File: src/rtl/cdi_video_pkg.sv
// cdi_video_pkg: raster geometry and video mode type shared by the timing generator and the mixer.
package cdi_video_pkg;
    localparam int CLK_DIV       = 4;
    localparam int H_ACTIVE      = 768;
    localparam int H_TOTAL_NTSC  = 952;
    localparam int H_TOTAL_PAL   = 960;
    localparam int H_SYNC_START  = 800;
    localparam int H_SYNC_LEN    = 70;
    localparam int V_ACTIVE_NTSC = 240;
    localparam int V_ACTIVE_PAL  = 280;
    localparam int V_SYNC_NTSC   = 244;
    localparam int V_SYNC_PAL    = 290;
    localparam int V_SYNC_LEN    = 3;
    localparam int V_TOTAL_NTSC  = 262;
    localparam int V_TOTAL_PAL   = 312;
    typedef enum logic {MODE_NTSC = 1'b0, MODE_PAL = 1'b1} video_mode_e;
endpackage

File: src/rtl/cdi_pixel_ce.sv
// cdi_pixel_ce: clock divider producing the registered one-clk pixel enable.
module cdi_pixel_ce #(
    parameter int CLK_DIV = 4
) (
    input  logic clk,
    input  logic reset,
    output logic adv_o,
    output logic ce_pix_o
);
    localparam int DW = CLK_DIV > 1 ? $clog2(CLK_DIV) : 1;
    logic [DW-1:0] div_q;
    // adv_o marks the edge on which ce_pix and the counters all update together
    assign adv_o = div_q == DW'(CLK_DIV - 1);
    always_ff @(posedge clk) begin
        if (reset) begin
            div_q    <= '0;
            ce_pix_o <= 1'b0;
        end else begin
            div_q    <= adv_o ? '0 : div_q + 1'b1;
            ce_pix_o <= adv_o;
        end
    end
endmodule

File: src/rtl/cdi_video_timing.sv
// cdi_video_timing: NTSC/PAL raster generator with beam counters, blank, sync and frame-aligned mode switch.
module cdi_video_timing
    import cdi_video_pkg::*;
#(
    parameter int G_CLK_DIV       = CLK_DIV,
    parameter int G_H_ACTIVE      = H_ACTIVE,
    parameter int G_H_TOTAL_NTSC  = H_TOTAL_NTSC,
    parameter int G_H_TOTAL_PAL   = H_TOTAL_PAL,
    parameter int G_H_SYNC_START  = H_SYNC_START,
    parameter int G_H_SYNC_LEN    = H_SYNC_LEN,
    parameter int G_V_ACTIVE_NTSC = V_ACTIVE_NTSC,
    parameter int G_V_ACTIVE_PAL  = V_ACTIVE_PAL,
    parameter int G_V_SYNC_NTSC   = V_SYNC_NTSC,
    parameter int G_V_SYNC_PAL    = V_SYNC_PAL,
    parameter int G_V_SYNC_LEN    = V_SYNC_LEN,
    parameter int G_V_TOTAL_NTSC  = V_TOTAL_NTSC,
    parameter int G_V_TOTAL_PAL   = V_TOTAL_PAL
) (
    input  logic       clk,
    input  logic       reset,
    input  logic       pal,
    output logic       ce_pix,
    output logic [9:0] hcnt,
    output logic [8:0] vcnt,
    output logic       HBlank,
    output logic       VBlank,
    output logic       HSync,
    output logic       VSync,
    output logic       new_line,
    output logic       new_frame,
    output logic       pal_active
);
    localparam logic [9:0] HA    = 10'(G_H_ACTIVE);
    localparam logic [9:0] HTN_L = 10'(G_H_TOTAL_NTSC - 1);
    localparam logic [9:0] HTP_L = 10'(G_H_TOTAL_PAL - 1);
    localparam logic [9:0] HSS   = 10'(G_H_SYNC_START);
    localparam logic [9:0] HSE   = 10'(G_H_SYNC_START + G_H_SYNC_LEN);
    localparam logic [8:0] VAN   = 9'(G_V_ACTIVE_NTSC);
    localparam logic [8:0] VAP   = 9'(G_V_ACTIVE_PAL);
    localparam logic [8:0] VSN   = 9'(G_V_SYNC_NTSC);
    localparam logic [8:0] VSP   = 9'(G_V_SYNC_PAL);
    localparam logic [8:0] VTN_L = 9'(G_V_TOTAL_NTSC - 1);
    localparam logic [8:0] VTP_L = 9'(G_V_TOTAL_PAL - 1);
    localparam logic [8:0] VSL   = 9'(G_V_SYNC_LEN);

    logic        adv, h_wrap, v_wrap;
    logic [9:0]  hcnt_q, hcnt_d;
    logic [8:0]  vcnt_q, vcnt_d, va, vs0;
    video_mode_e mode_q, mode_d;
    logic        hb_q, vb_q, hs_q, vs_q, nl_q, nf_q;

    cdi_pixel_ce #(.CLK_DIV(G_CLK_DIV)) u_ce (
        .clk     (clk),
        .reset   (reset),
        .adv_o   (adv),
        .ce_pix_o(ce_pix)
    );

    // Blank/sync decode from the next-state counters so they register in step with hcnt/vcnt
    always_comb begin
        h_wrap = hcnt_q == ((mode_q == MODE_PAL) ? HTP_L : HTN_L);
        v_wrap = vcnt_q == ((mode_q == MODE_PAL) ? VTP_L : VTN_L);
        hcnt_d = h_wrap ? '0 : hcnt_q + 10'd1;
        vcnt_d = !h_wrap ? vcnt_q : (v_wrap ? '0 : vcnt_q + 9'd1);
        mode_d = (h_wrap && v_wrap) ? video_mode_e'(pal) : mode_q;
        va     = (mode_d == MODE_PAL) ? VAP : VAN;
        vs0    = (mode_d == MODE_PAL) ? VSP : VSN;
    end

    always_ff @(posedge clk) begin
        if (reset) begin
            hcnt_q <= '0;
            vcnt_q <= '0;
            mode_q <= video_mode_e'(pal);
            hb_q   <= 1'b0;
            vb_q   <= 1'b0;
            hs_q   <= 1'b0;
            vs_q   <= 1'b0;
            nl_q   <= 1'b0;
            nf_q   <= 1'b0;
        end else if (adv) begin
            hcnt_q <= hcnt_d;
            vcnt_q <= vcnt_d;
            mode_q <= mode_d;
            hb_q   <= hcnt_d >= HA;
            vb_q   <= vcnt_d >= va;
            hs_q   <= (hcnt_d >= HSS) && (hcnt_d < HSE);
            vs_q   <= (vcnt_d >= vs0) && (vcnt_d < vs0 + VSL);
            nl_q   <= h_wrap;
            nf_q   <= h_wrap && v_wrap;
        end else begin
            nl_q   <= 1'b0;
            nf_q   <= 1'b0;
        end
    end

    assign hcnt       = hcnt_q;
    assign vcnt       = vcnt_q;
    assign HBlank     = hb_q;
    assign VBlank     = vb_q;
    assign HSync      = hs_q;
    assign VSync      = vs_q;
    assign new_line   = nl_q;
    assign new_frame  = nf_q;
    assign pal_active = mode_q == MODE_PAL;
endmodule

File: config.mk
export PLATFORM = sky130hd
export DESIGN_NAME = cdi_video_timing
export DESIGN_NICKNAME = d
export VERILOG_FILES = /design/src/rtl/cdi_video_pkg.sv /design/src/rtl/cdi_pixel_ce.sv /design/src/rtl/cdi_video_timing.sv
export SDC_FILE = /design/constraint.sdc
export NUM_CORES = 1
export LEC_CHECK = 0
export ABC_AREA = 1
export BUFFER_PORTS_ARGS = -buffer_cell sky130_fd_sc_hd__buf_4
export CELL_PAD_IN_SITES_DETAIL_PLACEMENT = 0
export CELL_PAD_IN_SITES_GLOBAL_PLACEMENT = 1
export CORE_ASPECT_RATIO = 1.5
export CORE_MARGIN = 4
export CORE_UTILIZATION = 30
export DETAILED_ROUTE_END_ITERATION = 8
export GPL_TIMING_DRIVEN = 0
export PLACE_DENSITY = 0.59
export SLEW_MARGIN = 25
export SYNTH_ARGS = -nofsm -noshare
export SYNTH_HDL_FRONTEND = slang
export SYNTH_SLANG_ARGS = --single-unit
export TNS_END_PERCENT = 5
File: constraint.sdc
create_clock -name clk -period 6.2 [get_ports clk]
set_input_delay 0.31 -clock clk [delete_from_list [all_inputs] [get_ports clk]]
set_output_delay 0.31 -clock clk [all_outputs]
set_load 0.01 [all_outputs]
==> flow_summary.ini, run 1 <==
[run_status]
outcome = finished clean

[flow_run]
max_cap_violations = 0

[critical_path]
r2r_slack_ps = 3250
path_max_fanout = 10
cp.arrival_ps = 3190
worst_path_most_repeated_cell = nor2_1
slowest_stage = dfxtp_1
required_ps = 6430
critPathBufInv = 3
crit_chain = inv_1 > nor2_1 > inv_1 > nor2_1 > nand3_1 > nor2_2 > nor2_1 > a21oi_2 > inv_1 > ha_1 > nand3_1 > nand3b_1 > nor3_1 > nand2_1 > nor2_1 > nand3_1 > nand2_1
end_kind = flip-flop
start_kind = flip-flop
crit_type = reg2reg
critical-path-max-stage-delay_ps = 500
cpLargestDelayFamily = simple AND/OR/NAND/NOR gates

[timing]
hold_violations = 0
finalCritPeriodShare = 0.4762
tns_ps = 0
finClkSkew_ps = 4.844
fmax_ghz = 0.3387
fin_crit_ps = 2952
tightest_slew_ps = 607.7
timing.slew.headroom = 0.5949
setup_slack_ps = 3248
rsz0062_at_grt = no
setup_viol = 0
finalMaxSlewViolations = 0
whs_ps = 388.7

[power_and_ir_drop]
p_per_area_nw_per_um2 = 182.3
p_leak_nw = 1.175
peakVddDrop_uv = 97.94
power_uw = 433.6

[floorplan]
initial_core_util = 0.3143
io_pins = 30
coreArea_um2 = 6218
die_h_um = 106.9
fp-row-count = 35
die_w_um = 73.90
die-area_um2 = 7896

[drt]
wl_um = 5586
drt-initial-drc-count = 74
dr_total_vias = 1866
ant_nets = 0
via_per_inst = 4.797
drc = 0
avgRoutedWirePerCell_um = 14.36
dr.pass1.iters = 4

[logic_synthesis]
ys_types = 35
yosysSeqAreaShare = 0.3022
async_flop_share = 0
avgSynthCellArea_um2 = 7.030
synth-warning-count = 0
synth_edf_count = 1
synth-seq-cells = 29
synth_ff_type = dfxtp_1
syn_inst = 278
syn-num-nets = 293
syn-cell-area_um2 = 1954

[clock_tree]
cts_root_buf = clkbuf_8
cts_buffer_depth = 2
clkTransAtPathRegs_ps = 70
post_cts_buffers = 0
cts_made_buffers = 5
cts_tree = done
htree_levels = 2
holdBufCountCts = 0
cts.sinks = 29
ctsResizeCount = 0
clkLatencyLatePin_ps = 280

[global_route]
grt_pass1_vias = 1884
grt_first_pass_wirelength_um = 9294
grtUsageTotal = 0.1548
antenna_found_initial = 0
grt-ovfl-total = 0
grt_max_degree = 12

[placement]
gp_congestion = 0.8516
io_buffers = 29
pre_cts_slack_ps = 3230
dp_hpwl_um = 4472

[cells_and_area]
utilization = 0.3825
nets = 329
final_cell_mix = 72 x nand2_1, 34 x inv_1, 30 x buf_4, 28 x dfxtp_1, 28 x nor2_1
fill_cells = 707
layout_commonest_cell = nand2_1
drive_gt1_frac = 0.2095
syn2layout_area_growth_pct = 21.70
antenna_cells = 0

[hold_path]
hold_class = in2reg
[synthesized netlist by cell type (all sizes together), types with 2 or more instances]
library cell	instances	area, um^2
buf	4	21.27
o21ai	12	60.05
o22ai	10	62.56
nand3	24	157.7
inv	36	135.1
xor2	9	78.83
or2	2	12.52
nor3	4	25.02
nor2	36	192.7
a21oi	5	28.78
nand3b	3	22.52
nand2	79	329.1
nand4	8	50.05
dfxtp	28	560.5
ha	12	150.1
[cell type report]
| type | instances | area (um^2) | area share |
|---|---|---|---|
| inverters | 36 | 135.1 | 0.05681 |
| flip-flops and latches | 29 | 590.6 | 0.2483 |
| well taps | 74 | 92.59 | 0.03893 |
| repair buffers | 29 | 217.7 | 0.09153 |
| clock inverters | 3 | 45.04 | 0.01894 |
| clock buffers | 5 | 68.82 | 0.02893 |
| multi-input cells | 208 | 1204 | 0.5060 |
| plain buffers | 5 | 25.02 | 0.01052 |
[cell families after synthesis]
| kind of cell | Yosys count | share of synthesized area |
|---|---|---|
| flops | 29 | 0.3022 |
| compound gates | 31 | 0.09475 |
| xor+xnor | 9 | 0.04034 |
| buf+inv | 41 | 0.08194 |
| fa+ha+maj | 12 | 0.07682 |
| simple gates | 156 | 0.4040 |
[tightest hold or removal path, stage by stage]
cell and delay (ps):
buf_4 90, inv_1 50, o21ai_0 120
[registers in the layout (all words and copies together) (netlist names)]
register       count
HBlank             1
HSync              1
VBlank             1
VSync              1
hcnt              10
new_frame          1
new_line           1
pal_active         1
u_ce.ce_pix_o      1
u_ce.div_q         2
vcnt               9
[per-layer routing]
metal  share of wire  up-vias  global-route usage
met4           0.048        0             0.08290
met3           0.035       16             0.02533
li1                -      979                   -
met1            0.40      833              0.1716
met2            0.51       38              0.2722
met5               0        -                   0
[report_power, final]
group	total, mW	switching, mW	internal, mW	leakage (nW)
clock	0.205	0.0849	0.121	0.0587
combinational	0.0361	0.0244	0.0117	0.881
sequential	0.192	0.00159	0.190	0.236
total	0.434	0.111	0.323	1.18
[through the flow]
step | cell area, um^2 | cells
6_report | 2379 | 389
5_1_grt | 2379 | 389
4_1_cts | 2379 | 389
3_5_place_dp | 2265 | 381
3_3_place_gp | 2265 | 381
2_1_floorplan | 1954 | 278
[path summary, 6_finish.rpt]
kind / start / end / cells after the start
worst max-delay path: vcnt[2] / VSync / 17
worst min-delay path: reset / pal_active / 3
worst max register to register: vcnt[2] / VSync / 17
worst min register to register: u_ce.div_q[0] / u_ce.div_q[0] / 1
Note: power is estimated with default switching activity, not from simulation.
==> run 2, diff against run 1 <==
==> constraint.sdc (replaced) <==
create_clock -name clk -period 2.9 [get_ports clk]
set_input_delay 0.145 -clock clk [delete_from_list [all_inputs] [get_ports clk]]
set_output_delay 0.145 -clock clk [all_outputs]
set_load 0.01 [all_outputs]
==> run 2 against run 1 <==
Routed wire length up 2.1%. Global-route usage barely moved. Die area stayed put. Clock skew increased by 0.89 ps. Largest power group unchanged. Combinational power grew to 2.6 times the previous value. First-iteration DRC count shrank 18%. Non-clock buffer count up 4.
==> flow_summary.ini, run 2 (synthesis gave the netlist of run 1 again) <==
[run_status]
outcome = finished clean

[critical_path]
path_max_fanout = 9
cp.arrival_ps = 2870
rr_worst_depth = 18
cp-startpoint = pal_active
required_ps = 3130
r2r-end = VSync
cp-endpoint = VSync
end_kind = flip-flop
r2r_start = pal_active
crit_type = reg2reg
start_kind = flip-flop
r2r_slack_ps = 260

[cells_and_area]
instances_no_fill = 393
layout_commonest_cell = nand2_1
largest_reg_flops = 10
drive_gt1_frac = 0.2414
antenna_cells = 0
final_cell_mix = 72 x nand2_1, 34 x inv_1, 32 x buf_4, 27 x nor2_1, 26 x dfxtp_1
finish.instance_area_um2 = 2474
nets = 333
syn2layout_area_growth_pct = 26.57

[placement]
pre_cts_slack_ps = -69.94
placed_area_um2 = 2265
dp.cells = 381
gp_congestion = 0.8516
dp_hpwl_um = 4472
io_buffers = 29

[global_route]
grt_max_degree = 12
grt-ovfl-total = 0
grt_first_pass_wirelength_um = 9294
antenna_found_initial = 0
grtUsageTotal = 0.1552
grt_pass1_vias = 1883

[floorplan]
die_h_um = 106.9
fp-row-count = 35
die-area_um2 = 7896
io_pins = 30
die_w_um = 73.90
initial_core_util = 0.3143
coreArea_um2 = 6218

[timing]
rsz0062_at_grt = no
finalCritPeriodShare = 0.9099
finalMaxSlewViolations = 0
setup_slack_ps = 261.3
fin_crit_ps = 2639
tightest_slew_ps = 592.1
setup_viol = 0
fmax_ghz = 0.3790
timing.slew.headroom = 0.6053
finClkSkew_ps = 5.732
hold_violations = 0

[drt]
dr_total_vias = 1884
avgRoutedWirePerCell_um = 14.51
drc = 0
wl_met1_um = 2287
wl_um = 5704
routed.top_layer = met4
drt-initial-drc-count = 61
wl_met3_um = 218
via_per_inst = 4.794
wl_met2_um = 2908
dr.pass1.iters = 4
ant_nets = 0

[clock_tree]
htree_levels = 2
cts.sinks = 29
cts_made_buffers = 5
cts_root_buf = clkbuf_8
cts_buffer_depth = 2
cts_tree = done
clkLatencyLatePin_ps = 290
clkTransAtPathRegs_ps = 70

[power_and_ir_drop]
peakVddDrop_uv = 209.8
p_leak_nw = 1.204
p_per_area_nw_per_um2 = 381.6
power_uw = 943.9

[hold_path]
hold_class = in2reg

[flow_run]
max_cap_violations = 0
==> run 2: changes by cell type in the layout (fill, tap and decap cells not counted), sizes merged <==
cell and change:
buf +4
==> run 2: layer usage <==
layer	vias up	global-route usage
met2	44	0.2716
met1	839	0.1734
li1	983	-
met4	0	0.08290
met3	18	0.02533
met5	-	0
==> run 2: cell type report <==
cell class	instances	area [um^2]
Clock buffer	5	68.82
Buffer	5	28.78
Fill cell	698	3745
Tap cell	74	92.59
Multi-Input combinational cell	208	1250
Sequential cell	29	593.1
Clock inverter	3	45.04
Inverter	36	135.1
Timing Repair Buffer	33	260.3
==> run 2: critical path: stages (launching register included) <==
cell	delay, ps
edfxtp_1	370
buf_6	160
inv_2	70
nand2_1	60
nand2_1	80
nor2_1	170
nand2_1	110
nor2_4	180
nor2_1	90
a21oi_4	210
buf_12	150
ha_1	230
nand3_1	90
nand3b_1	110
nor3_2	170
nand2_1	70
nor2_1	110
nand3_1	80
nand2_1	60
==> run 2: worst min path at each step <==
stage | startpoint | cells past startpoint | end
2_1_floorplan | u_ce.div_q[0] | 1 | u_ce.div_q[0]
3_3_place_gp | u_ce.div_q[0] | 1 | u_ce.div_q[0]
3_5_place_dp | u_ce.div_q[0] | 1 | u_ce.div_q[0]
4_1_cts | reset | 3 | pal_active
5_1_grt | reset | 3 | hcnt[1]
6_report | reset | 3 | pal_active
==> run 2: timing repair <==
action	CTS	global route
buffers inserted	0	4
hold buffers	0	0
endpoints found under the setup margin	2	2
gates resized for setup	2	10
==> run 2: power by group <==
part	total (mW)	internal, mW	switching [mW]	leakage (nW)
clock network	0.440	0.258	0.182	0.0587
logic	0.0921	0.0361	0.0561	0.908
registers	0.412	0.407	0.00428	0.237
==> run 2: per-stage QoR <==
stage	setup TNS [ps]	utilization	hold WS, ps
floorplan	0	-	399.2
global placement	-107.3	0.3642	416.4
detailed placement	-86.35	0.3642	419.3
CTS	0	0.3839	223.6
global route	0	0.3978	283.9
finish	0	0.3978	223.1
==> run 3, diff against run 2 <==
--- a/config.mk
+++ b/config.mk
@@ -11,10 +11,10 @@
 export CELL_PAD_IN_SITES_GLOBAL_PLACEMENT = 1
 export CORE_ASPECT_RATIO = 1.5
 export CORE_MARGIN = 4
-export CORE_UTILIZATION = 30
+export CORE_UTILIZATION = 40
 export DETAILED_ROUTE_END_ITERATION = 8
 export GPL_TIMING_DRIVEN = 0
-export PLACE_DENSITY = 0.59
+export PLACE_DENSITY = 0.75
 export SLEW_MARGIN = 25
 export SYNTH_ARGS = -nofsm -noshare
 export SYNTH_HDL_FRONTEND = slang
==> run 3 against run 2 <==
Cell count shrank 1.8%. Highest routed layer unchanged. Flip-flop and latch count is the same. Count of clock-buffer cells in the layout is the same. Design area shrank 1.2%. Via count grew 0.85%. Core utilization grew 13 points. Die area shrank 23%. Hold slack gained 30 ps. Sequential power is essentially flat. Non-clock buffer count grew 3. Largest cell class unchanged. Critical endpoint unchanged.
==> flow_summary.ini, run 3 (synthesis gave the netlist of run 1 again) <==
[run_status]
outcome = finished clean

[global_route]
grt_use_met2 = 0.3424
use_met1 = 0.2126
grt_pass1_vias = 1881
antenna_found_initial = 0
grtUsageTotal = 0.1918
grt_first_pass_wirelength_um = 8970
busiest_layer = met2
grt-ovfl-total = 0
use_met3 = 0.03125
grt_max_degree = 12

[clock_tree]
cts_made_buffers = 5
cts_buffer_depth = 2
cts_root_buf = clkbuf_8
cts.sinks = 29
clkTransAtPathRegs_ps = 70
cts_tree = done
clkLatencyLatePin_ps = 290
htree_levels = 2

[cells_and_area]
drive_gt1_frac = 0.2516
layout_commonest_cell = nand2_1
multiInputGateArea_um2 = 1245
fill_cells = 488
antenna_cells = 0
utilization = 0.5293
largest_reg_flops = 10
syn2layout_area_growth_pct = 25.03
nets = 336
area.sequential_um2 = 594.3
final_cell_mix = 72 x nand2_1, 36 x buf_4, 34 x inv_1, 27 x nor2_1, 25 x dfxtp_1
finish.instance_area_um2 = 2444
instances_no_fill = 386

[timing]
tightest_slew_ps = 618.4
finClkSkew_ps = 5.006
timing.slew.headroom = 0.5878
setup_slack_ps = 331.7
fmax_ghz = 0.3894
setup_viol = 0
fin_crit_ps = 2568
rsz0062_at_grt = no
finalMaxSlewViolations = 0
hold_violations = 0
tns_ps = 0
finalCritPeriodShare = 0.8856
whs_ps = 253.1

[power_and_ir_drop]
pwr-share-seq = 0.485
pwr-share-clk = 0.410
p_per_area_nw_per_um2 = 347.4
switchingPower_uw = 238.3
peakVddDrop_uv = 328.8
p_leak_nw = 1.196
power_uw = 848.9
pwr-share-comb = 0.105
p_sw_frac = 0.2808
p_int_uw = 610.5

[critical_path]
cp.arrival_ps = 2800
start_kind = flip-flop
path_max_fanout = 8
required_ps = 3130
crit_type = reg2reg
end_kind = flip-flop

[floorplan]
coreArea_um2 = 4617
initial_core_util = 0.4233
die_h_um = 93.61
fp-row-count = 30
io_pins = 30
die-area_um2 = 6091
die_w_um = 65.07

[drt]
dr.pass1.iters = 4
via_per_inst = 4.922
avgRoutedWirePerCell_um = 13.82
drc = 0
wl_um = 5336
dr_total_vias = 1900
ant_nets = 0
drt-initial-drc-count = 59

[hold_path]
hold_class = in2reg

[placement]
dp_hpwl_um = 4129
pre_cts_slack_ps = -10.97
dp.cells = 371
placed_area_um2 = 2252
io_buffers = 29
gp_congestion = 0.8535

[flow_run]
max_cap_violations = 0
run 3: changes by cell type in the layout (fill, tap and decap cells not counted):
cell / change
clkinv_4: -1
dfxtp_2: +1
dfxtp_1: -1
clkinvlp_4: +2
nor2_4: -1
buf_4: +4
bufinv_16: -1
nor2_2: +1
buf_12: -1
run 3: final cells by class:
class                      count  share of cell area
multi-input combinational    208              0.5095
sequential                    29              0.2432
timing repair buffer          36              0.1106
inverter                      36             0.05530
tap                           64             0.03277
clock buffer                   5             0.02816
buffer                         5             0.01178
clock inverter                 3            0.008705
run 3: per-layer routing:
metal | up-vias | routed length (um)
li1 | 990 | -
met1 | 860 | 2212
met2 | 36 | 2732
met3 | 14 | 190
met4 | 0 | 201
met5 | - | 0
run 3: worst paths after layout:
path	startpoint	endpoint	slack, ps	cells after the start
setup reg to reg	vcnt[2]	VSync	330	17
hold / removal	reset	hcnt[1]	250	3
setup / recovery	vcnt[2]	VSync	330	17
hold reg to reg	u_ce.div_q[0]	u_ce.div_q[0]	420	1
run 3: repair_timing:
item,4_1_cts,5_1_grt
pin swaps,0,2
setup endpoints to repair,1,2
hold endpoints to repair,0,0
buffers inserted,0,7
hold buffers,0,0
gates resized for setup,1,11
run 3: power by group through the flow:
stage,sequential [mW],combinational [mW],clock [mW]
finish,0.412,0.0888,0.348
global placement,0.420,0.0762,0
global route,0.412,0.102,0.379
detailed placement,0.420,0.0771,0
floorplan,0.421,0.0510,0
CTS,0.411,0.0787,0.357
run 3: worst max-delay path, cell delays in order (launching register included):
cell,delay [ps]
dfxtp_2,410
inv_1,100
nor2_1,180
inv_1,60
nor2_1,130
nand3_2,120
nor2_4,150
nor2_1,80
a21oi_4,220
inv_1,70
ha_1,300
nand3_1,80
nand3b_1,120
nor3_2,180
nand2_1,70
nor2_1,110
nand3_1,80
nand2_1,60
